--- src/rtl/write_select_pipe.sv ---
`default_nettype none
// ============================================================================
// Module   : write_select_pipe
// Purpose  : Write-side register-select pipeline. Decodes the destination
//            register and write enable of each issued instruction, carries
//            them through a DEPTH-stage shift pipeline to write-back and drives
//            the register file write port. Also tracks every in-flight
//            destination and flags read-after-write hazards on the current
//            read selects.
// Ports    : clk           - clock, all state updates on the rising edge
//            reset         - synchronous, active-high, clears all state
//            instructions  - instruction at issue ([31:26] opcode, [25:21] dest)
//            instr_valid   - instructions holds a real instruction this cycle
//            stall         - issue held; a bubble enters stage 0
//            flush         - kill every in-flight instruction
//            readSelect1/2 - current read selects
//            writeSelect   - register file write address (registered)
//            writeEnable   - register file write strobe (registered)
//            pending_mask  - bit r set while any stage holds a write to r
//            hazard        - combinational RAW hazard on the read selects
// Revision : 1.0 - initial release
// ============================================================================
module write_select_pipe #(
    parameter int DEPTH = 3,
    parameter int RA_W  = 5
) (
    input  logic                   clk,
    input  logic                   reset,
    input  logic [31:0]            instructions,
    input  logic                   instr_valid,
    input  logic                   stall,
    input  logic                   flush,
    input  logic [RA_W-1:0]        readSelect1,
    input  logic [RA_W-1:0]        readSelect2,
    output logic [RA_W-1:0]        writeSelect,
    output logic                   writeEnable,
    output logic [(1<<RA_W)-1:0]   pending_mask,
    output logic                   hazard
);

    localparam int NREG = 1 << RA_W;

    // ------------------------------------------------------------------
    // Decode
    // ------------------------------------------------------------------
    logic [5:0]      w_opcode;
    logic [RA_W-1:0] w_dest;
    logic            w_opWrites;
    logic            w_decWe;
    logic            w_issue;
    logic            w_unusedBits;

    assign w_opcode = instructions[31:26];
    assign w_dest   = RA_W'(instructions[25:21]);

    // Immediate/function fields and opcode[2:1] play no part in the write port.
    assign w_unusedBits = ^{w_opcode[2:1], instructions[20:0]};

    always_comb begin
        w_opWrites = 1'b0;
        casez (w_opcode[5:3])
            3'b01?:  w_opWrites = 1'b1;          // R-type
            3'b110:  w_opWrites = 1'b1;          // I-type ALU
            3'b111:  w_opWrites = ~w_opcode[0];  // load writes, store does not
            default: w_opWrites = 1'b0;          // branch, nop, reserved
        endcase
    end

    // Register 0 is hardwired, so a write to it is dropped at decode.
    assign w_decWe = w_opWrites && (w_dest != '0);
    assign w_issue = instr_valid && !stall;

    // ------------------------------------------------------------------
    // Shift pipeline
    // ------------------------------------------------------------------
    logic            r_stageWe   [DEPTH];
    logic [RA_W-1:0] r_stageAddr [DEPTH];

    always_ff @(posedge clk) begin
        if (reset || flush) begin
            for (int i = 0; i < DEPTH; i++) begin
                r_stageWe[i]   <= 1'b0;
                r_stageAddr[i] <= '0;
            end
        end else begin
            // Address is zeroed for non-writes so the write port stays quiet.
            r_stageWe[0]   <= w_issue && w_decWe;
            r_stageAddr[0] <= (w_issue && w_decWe) ? w_dest : '0;
            for (int i = 1; i < DEPTH; i++) begin
                r_stageWe[i]   <= r_stageWe[i-1];
                r_stageAddr[i] <= r_stageAddr[i-1];
            end
        end
    end

    assign writeSelect = r_stageAddr[DEPTH-1];
    assign writeEnable = r_stageWe[DEPTH-1];

    // ------------------------------------------------------------------
    // In-flight tracking and hazard detection
    // ------------------------------------------------------------------
    logic [NREG-1:0] w_pending;

    always_comb begin
        w_pending = '0;
        for (int i = 0; i < DEPTH; i++) begin
            if (r_stageWe[i]) begin
                w_pending[r_stageAddr[i]] = 1'b1;
            end
        end
        w_pending[0] = 1'b0;
    end

    assign pending_mask = w_pending;

    // The output stage is still pending: the register file has no write-through.
    assign hazard = instr_valid &&
                    (((readSelect1 != '0) && w_pending[readSelect1]) ||
                     ((readSelect2 != '0) && w_pending[readSelect2]));

endmodule
`default_nettype wire

--- config.mk ---
export PLATFORM = sky130hd
export DESIGN_NAME = write_select_pipe
export DESIGN_NICKNAME = d
export VERILOG_FILES = /design/src/rtl/write_select_pipe.sv
export SDC_FILE = /design/constraint.sdc
export NUM_CORES = 1
export LEC_CHECK = 0
export CORE_ASPECT_RATIO = 2
export CORE_UTILIZATION = 32
export DETAILED_ROUTE_END_ITERATION = 6
export PLACE_DENSITY = 0.63
export SLEW_MARGIN = 10
export SYNTH_ARGS = -nofsm -noshare
export SYNTH_HDL_FRONTEND = slang
export SYNTH_SLANG_ARGS = --single-unit
--- constraint.sdc ---
create_clock -name clk -period 5.9 [get_ports clk]
set_input_delay 1.77 -clock clk [delete_from_list [all_inputs] [get_ports clk]]
set_output_delay 1.77 -clock clk [all_outputs]
set_load 0.05 [all_outputs]
==> metrics <==
XOR/XNOR Fraction of Synth Area 0%; Hold/Removal Path Class flop to flop; Die ar. 7230 um2; internal power 0.000258 W; sequential fraction of design power 36.8%; Worst Hold Depth 1; Arr. time, crit path 4010 ps; Tmin final 5780 ps; CTS root buffer clkbuf_16; first-pass GRT wire length approximately 12 mm; Final setup viols 0; htree depth 1; Avg Cell Area, Syn approximately 7.7 um2; total negative slack 0 ps; CTS Sinks 18; Iter 0 DRT Violations 155; multiplexer share of the synthesized area 4.89%; Synth Area in Simple Gates 38.0%; Logic pwr share 19.9%; Synth Area in Compound Gates 29.8%; worst skew pair latency 240 ps; most common cell after layout, fill and taps aside clkdlybuf4s50_1; Total Routing Usage GR 22.4%; DR vias 2,486; crit path kind input port to output port; area of the core around 6600 um2; Post-DP HPWL between 6 and 7 mm; Worst-Margin Slew 602 ps; Cell Area, Synth 2200 um2; Max Freq 173 MHz; leakage power between 1 and 1.5 nW; Top-Level Pins 86; buffers added on ports 61; fin nets about 390; CTS max path bufs 2; Net Count, Synth between 300 and 400; CP Capture Type output port; Fin. Hold Viols 0; placer congestion estimate 0.972; Switching Fraction 23.0%; combinational family with the most area after synthesis simple AND/OR/NAND/NOR gates; Slew headroom 59.9%; largest net degree at the start of global routing 15; Die Ht 119 um; cts bufs inserted 3; PwrDens 115 nW/um2; FF-to-FF path depth 2; DR pass1 iterations 4; unrepaired setup endpoints after global routing false; net switching power around 0.000077 W; Worst-path clk slew roughly 50 ps; Vias/cell 5.85; DRC 0; max cap viols 0; fraction of layout cells with a size suffix above 1 14.8%; die width slightly above 60 um; Area Overhead vs Synth 32.9%; gr ovfl total 0; clock power share 43.3%; TritonCTS clock tree done; Avg WL per Cell 18.6 um; Layout Skew about 2.2 ps; asr flop ratio synth 0%; Primary FF master, synth dfxtp_1; Adder-Cell Fraction of Synth Area 0%; Max VDD drop between 150 and 200 uV; status complete, no violations; total chip power 0.000336 W; DRT antenna net count 0; final wirelength 7.91 mm; synth warn 0; worst path required time between 4000 and 5000 ps; max-slew violation count 0; startpoint types input port; cell count after synthesis around 290; # diodes 0; CP Max Fanout 5; final cycle utilization of the critical path 97.9%; Starting Density 33.2%; sequential share of the synthesized area 16.4%; EDFF count, synth 0; number of distinct library cells after synthesis 66; most frequent cells in the layout 59 x clkdlybuf4s50_1, 26 x nor2_1, 18 x dfxtp_1, 17 x o22ai_1, 16 x o21ai_0; vias in the first global route ~2.4k; Seq cells post-synth 18; placement row count 42; initial antenna violation count 0
-- layout make-up --
cell class | instances | area [um2]
sequential | 18 | 360
fill | 734 | 3700
clock buffer | 4 | 88.8
tap | 88 | 110
inverter | 10 | 37.5
multi-input combinational | 232 | 1620
timing repair buffer | 73 | 713
-- worst max-delay path: stages --
cell             delay, ps
clkdlybuf4s50_1        620
nand2b_1               190
or4_1                  420
o41ai_1                100
o41ai_1                180
o311a_1                150
o41a_1                 380
buf_4                  200
-- final timing paths --
path,startpoint,slack (ps),endpoint
max,readSelect1[2],120,hazard
min,r_stageAddr[0][6]$_SDFF_PP0_,540,r_stageAddr[0][11]$_SDFF_PP0_
max reg2reg,r_stageAddr[0][7]$_SDFF_PP0_,5080,r_stageAddr[0][12]$_SDFF_PP0_
min reg2reg,r_stageAddr[0][6]$_SDFF_PP0_,540,r_stageAddr[0][11]$_SDFF_PP0_
-- per-stage QoR --
| step | area (um2) | worst slack (ps) | hold WS, ps | util, % | instances |
|---|---|---|---|---|---|
| after CTS | 2910 | 82.2 | 544 | 44.0 | 425 |
| final | 2930 | 124 | 542 | 44.2 | 425 |
| after global placement | 2820 | 82.2 | 529 | 42.6 | 421 |
| after global routing | 2930 | 42.9 | 561 | 44.2 | 425 |
| after detailed placement | 2820 | 101 | 537 | 42.6 | 421 |
| after floorplan | 2200 | 617 | 479 | - | 287 |
-- cells in the mapped netlist (all sizes together) (2+ instances only) --
cell type | instances | area share [%]
o22ai | 17 | 4.8
nand3b | 15 | 5.1
nor2 | 26 | 4.4
o221ai | 4 | 1.6
or2 | 9 | 2.6
inv | 10 | 1.7
and2 | 16 | 4.6
o21bai | 6 | 2.0
mux4 | 2 | 2.0
clkbuf | 8 | 2.3
or3 | 4 | 1.4
a21oi | 4 | 0.91
o311a | 2 | 0.91
o22a | 8 | 3.3
o41ai | 3 | 1.2
buf | 19 | 6.8
o211a | 2 | 0.91
nor3 | 9 | 2.0
o21ai | 19 | 4.3
o211ai | 2 | 0.68
or2b | 4 | 1.6
mux2 | 2 | 1.0
and3b | 3 | 1.3
nor3b | 7 | 3.1
o2111ai | 2 | 0.80
a22oi | 5 | 1.7
o32ai | 2 | 1.1
and3 | 2 | 0.63
o31a | 2 | 0.85
nor2b | 3 | 1.2
a221oi | 2 | 0.80
nand2 | 8 | 1.4
mux2i | 4 | 1.8
dfxtp | 18 | 16
nand3 | 11 | 2.5
or4 | 4 | 1.4
or3b | 8 | 3.2
nand2b | 2 | 0.57
-- timing repair --
item / in CTS / in global routing
hold buffers: 0 / 0
setup buffers: 0 / 0
gates resized for setup: 0 / 3
setup endpoints to repair: 0 / 1
-- kinds of logic after synthesis --
family | count (synthesis)
other | 1
AO/OA/AOI/OAI | 89
buffers and inverters | 37
multiplexers | 8
flip-flops | 18
AND/OR/NAND/NOR | 134
-- state kept, by name, indices dropped and copies added (netlist names) --
name,cells
r_stageWe,3
r_stageAddr,15
-- power groups by stage --
stage	clock network (W)	logic (W)	registers (W)
after floorplan	0	0.0000349	0.000125
after CTS	0.000149	0.0000655	0.000123
after detailed placement	0	0.0000651	0.000126
final	0.000145	0.0000667	0.000124
after global placement	0	0.0000650	0.000126
after global routing	0.000154	0.0000705	0.000124
-- layer usage --
layer  GRT usage [%]  vias up  wire length, um
met2            43.3      101             4580
met1            20.8     1172             2680
met5               0        -                0
li1                -     1182                -
met3            1.30       31              218
met4            13.8        0              438
(Power assumes the default switching activity.)
